--- src/rtl/dac_load_arbiter.sv ---
// Two-requester arbiter feeding the single DAC load word; one sample is committed
// per DAC frame boundary (rising sync), round-robin between the two holding slots.
module dac_load_arbiter #(
    parameter int DATA_W = 16,
    parameter int UCNT_W = 8
) (
    input  logic              clk,
    input  logic              reset,
    input  logic              en,
    input  logic              sync,
    input  logic              valid0,
    input  logic [DATA_W-1:0] data0,
    output logic              ready0,
    input  logic              valid1,
    input  logic [DATA_W-1:0] data1,
    output logic              ready1,
    output logic [DATA_W-1:0] load_out,
    output logic [1:0]        grant,
    output logic [UCNT_W-1:0] underrun_cnt
);

    // state     | meaning
    // IDLE      | arbitration disabled, no commits
    // WAIT_LOW  | enabled, waiting for sync to fall (frame start)
    // WAIT_HIGH | frame in flight, sync rising is a commit boundary
    typedef enum logic [1:0] {
        IDLE      = 2'd0,
        WAIT_LOW  = 2'd1,
        WAIT_HIGH = 2'd2
    } state_t;

    state_t state;
    state_t state_next;

    logic              full0;
    logic              full1;
    logic [DATA_W-1:0] slot0;
    logic [DATA_W-1:0] slot1;
    logic              last_grant;

    logic boundary;
    logic win0;
    logic win1;
    logic cap0;
    logic cap1;
    logic starve;

    always_ff @(posedge clk) begin
        if (reset) begin
            state <= IDLE;
        end else begin
            state <= state_next;
        end
    end

    always_comb begin
        state_next = state;
        case (state)
            IDLE: begin
                if (en) state_next = WAIT_LOW;
            end
            WAIT_LOW: begin
                if (!en)        state_next = IDLE;
                else if (!sync) state_next = WAIT_HIGH;
            end
            WAIT_HIGH: begin
                if (!en)       state_next = IDLE;
                else if (sync) state_next = WAIT_LOW;
            end
            default: state_next = IDLE;
        endcase
    end

    // last_grant=1 means requester 1 won last, so requester 0 takes the next tie
    always_comb begin
        boundary = (state == WAIT_HIGH) && en && sync;
        win0     = boundary && full0 && (!full1 || last_grant);
        win1     = boundary && full1 && (!full0 || !last_grant);
        starve   = boundary && !full0 && !full1;
        ready0   = !full0 && !reset;
        ready1   = !full1 && !reset;
        cap0     = valid0 && ready0;
        cap1     = valid1 && ready1;
    end

    always_ff @(posedge clk) begin
        if (reset) begin
            full0 <= 1'b0;
            full1 <= 1'b0;
            slot0 <= '0;
            slot1 <= '0;
        end else begin
            if (cap0) begin
                slot0 <= data0;
                full0 <= 1'b1;
            end else if (win0) begin
                full0 <= 1'b0;
            end
            if (cap1) begin
                slot1 <= data1;
                full1 <= 1'b1;
            end else if (win1) begin
                full1 <= 1'b0;
            end
        end
    end

    always_ff @(posedge clk) begin
        if (reset) begin
            load_out     <= '0;
            grant        <= 2'b00;
            last_grant   <= 1'b1;
            underrun_cnt <= '0;
        end else begin
            grant <= {win1, win0};
            if (win0) begin
                load_out   <= slot0;
                last_grant <= 1'b0;
            end else if (win1) begin
                load_out   <= slot1;
                last_grant <= 1'b1;
            end
            if (starve && (underrun_cnt != '1)) begin
                underrun_cnt <= underrun_cnt + UCNT_W'(1);
            end
        end
    end

endmodule

--- config.mk ---
export PLATFORM = sky130hd
export DESIGN_NAME = dac_load_arbiter
export DESIGN_NICKNAME = d
export VERILOG_FILES = /design/src/rtl/dac_load_arbiter.sv
export SDC_FILE = /design/constraint.sdc
export NUM_CORES = 1
export LEC_CHECK = 0
export BUFFER_PORTS_ARGS = -buffer_cell sky130_fd_sc_hd__buf_2
export CAP_MARGIN = 20
export CORE_UTILIZATION = 46
export CTS_CLUSTER_SIZE = 25
export DETAILED_ROUTE_END_ITERATION = 8
export PLACE_DENSITY = 0.77
export SLEW_MARGIN = 5
export SYNTH_ARGS = -nofsm -noshare
export SYNTH_HDL_FRONTEND = slang
export SYNTH_SLANG_ARGS = --single-unit
export TNS_END_PERCENT = 10
--- constraint.sdc ---
create_clock -name clk -period 1.4 [get_ports clk]
set_input_delay 0.14 -clock clk [delete_from_list [all_inputs] [get_ports clk]]
set_output_delay 0.14 -clock clk [all_outputs]
set_load 0.1 [all_outputs]
==> results.toml <==
[run_status]
outcome = "complete, but fails checks"
violations = "negative setup slack"

[die]
core_mm2 = 0.00511
chipWidth_um = 74.7
ios = 66
initial_core_util_pct = 47.6
num_rows = 26
die_h_um = 74.7
dieArea_mm2 = 0.00558

[finish]
drive_above_1_share_pct = 31.9
final_cells = 475
area.growth.synth_to_final_pct = 49.0
diodes = 0
finish.utilization_pct = 71.0
nets = 439

[yosys]
synth_top_area_share_pct = 51.9
synth_cell_type_count = 34
synth-compound-area-share_pct = 19.9
synth_mux_area_share_pct = 0.412
ys_seq_elements = 63
postSynthCellCount = 291
ys_warn_count = 0
synth_ff_type = "dfxtp_1"
syn_nets = 330
synth_commonest_cells = "nand2_1, dfxtp_1, o21ai_0"
ys_seq_area_share_pct = 51.9
synthTopCellsByArea = "dfxtp_1, nand2_1, o21ai_0"
synth_top_family_by_area = "simple AND/OR/NAND/NOR gates"
synth_fa_ha_area_share_pct = 0.926
async_flop_share_pct = 0
synth_edf_count = 0
synth_top_area_cell = "dfxtp_1"
yosysMostFrequentCell = "nand2_1"
netlist_area_mm2 = 0.00243
synth_xor_area_share_pct = 1.44
syn_avg_cell_area_um2 = 8.36
synth-simple-area-share_pct = 20.9

[clocking]
htree_levels = 3
max-clock-path-buffers = 2
clkLatencyLatePin_ns = 0.34
clk_pin_slew_worst_paths_ns = 0.07
cts_tree = "done"
clock-sinks = 63
cts_root_buf = "clkbuf_8"
numCtsBuffers = 9

[timing]
tightestPinTransition_ns = 0.495
setup_viol = 6
finalCriticalPeriod_ns = 1.48
drv_slew = 0
whs_ns = 0.00920
period_share_pct = 106
relSlewSlack_pct = 67.2
clock_skew_ns = 0.00533
hold_viol = 0
rsz0062_at_grt = "yes"
max_freq_mhz = 676
setup_slack_ns = -0.0789

[routing]
vias = 2489
drt_first_pass_iters = 4
remaining_drc_errors = 0
avgViaCountPerCell = 5.24
wl_per_cell_um = 13.6
final_antenna_net_count = 0
drt-initial-drc-count = 114
wirelength_um = 6470

[worst_setup_path]
path_max_fanout = 6
path_class = "flop to flop"
worstPathArrival_ns = 1.76
critPathLaunchType = "flop"
crit_required_ns = 1.68
cp-end-kind = "flop"
slowest_stage = "or4_1"
slowest_delay_ns = 0.51
cp_cell_sequence = "and4b_2 > o211ai_4 > or4_1 > a21oi_2"

[place]
numPortBuffers = 65
gp_congestion = 0.774
dp_cells = 430
dpl.hpwl_um = 4020

[grt]
antenna_found_initial = 0
grt_use_total_pct = 25.4
grt_pass1_vias = 2312
grt_max_degree = 33
grt_pass1_wl_um = 10300
grt.overflow.total = 0

[power_and_ir_drop]
ir_drop_mv = 0.751
power.density_mw_per_mm2 = 1100
leakage_nw = 1.47
power_mw = 4.00

[flow_run]
maxCapViolCount = 0

[worst_hold_path]
min_path_type = "input port to flop"
placed cells by master, fill, tap and decap left out, drive strengths merged:
master       synthesis  routed
xor2                 1       1
mux2i                1       1
and2                 2       2
nor2                11      11
nand3                3       3
or4                  2       2
inv                  5       5
xnor2                3       3
o21ai               36      36
o211ai               1       1
o31ai                2       2
ha                   1       1
a21oi               21      21
o22ai                1       1
nand4b               1       1
nand4                3       3
buf                  5      88
dlygate4sd3          0      28
clkbuf              15      16
maj3                 1       1
nor3                 5       5
dfxtp               63      63
clkinv               0       1
o2111ai              1       1
or3                  2       2
nand2b               1       1
o221ai              16      16
and4b                1       1
nand2               85      85
and2b                1       1
and3                 1       1
bufinv               0       1
worst paths after layout:
kind	startpoint	endpoint	slack, ns	cells past startpoint
min	data1[9]	slot1[9]	0.009	3
min reg2reg	load_out[6]	load_out[6]	0.45	2
max reg2reg	state[0]	underrun_cnt[5]	-0.08	4
max	state[0]	underrun_cnt[5]	-0.08	4
area by class of cell:
cell class                      count  area (um^2)
Clock buffer                       14          193
Sequential cell                    63         1300
Multi-Input combinational cell    203         1110
Tap cell                           70         87.6
Fill cell                         384         1480
Clock inverter                      2         35.0
Inverter                            5         18.8
Timing Repair Buffer              118          877
report_power, final:
| group | internal [mW] | switching [mW] |
|---|---|---|
| clock | 1.06 | 0.665 |
| combinational | 0.183 | 0.198 |
| sequential | 1.85 | 0.0394 |
| total | 3.09 | 0.902 |
cells by family (layout without fill, tap and decap cells):
family / Yosys count / in the layout
multiplexers: 1 / 1
XOR/XNOR: 4 / 4
AND/OR/NAND/NOR: 118 / 118
AO/OA/AOI/OAI: 78 / 78
flip-flops: 63 / 63
adder cells (fa/ha/maj): 2 / 2
buffers and inverters: 25 / 139
state kept, by name, summed over array words and instances (netlist names):
signal        cells
load_out         16
slot0            16
slot1            16
underrun_cnt      8
grant             2
state             2
full0             1
full1             1
last_grant        1
critical path: cells and delay by family, from the launching register on:
| kind | cells | cell delay [ns] |
|---|---|---|
| AOI/OAI and AO/OA | 2 | 0.24 |
| DFF | 1 | 0.32 |
| and+or+nand+nor | 2 | 0.85 |
timing repair:
action	4_1_cts	5_1_grt
gates resized for setup	3	9
pin swaps	5	5
hold buffers	28	0
hold endpoints to repair	28	0
setup endpoints to repair	18	24
setup buffers	0	1
stage by stage:
step	area (um^2)	setup slack, ns	setup TNS, ns
2_1_floorplan	2560	-0.125	-4.40
3_3_place_gp	3070	-0.0406	-0.0805
3_5_place_dp	3070	-0.0747	-0.257
4_1_cts	3580	-0.0305	-0.0605
5_1_grt	3620	-0.154	-1.22
6_report	3620	-0.0789	-0.147
routing by layer:
layer  track usage (%)  vias up  part of all wire (%)  routed length (um)
li1                  -     1229                     -                   -
met1              29.6     1124                    41                2670
met2              40.9      108                    47                3070
met3              7.23       28                   6.8                 439
met4              16.6        0                   4.4                 285
met5                 0        -                     0                   0
No activity file was read; power rests on OpenSTA's default activity.
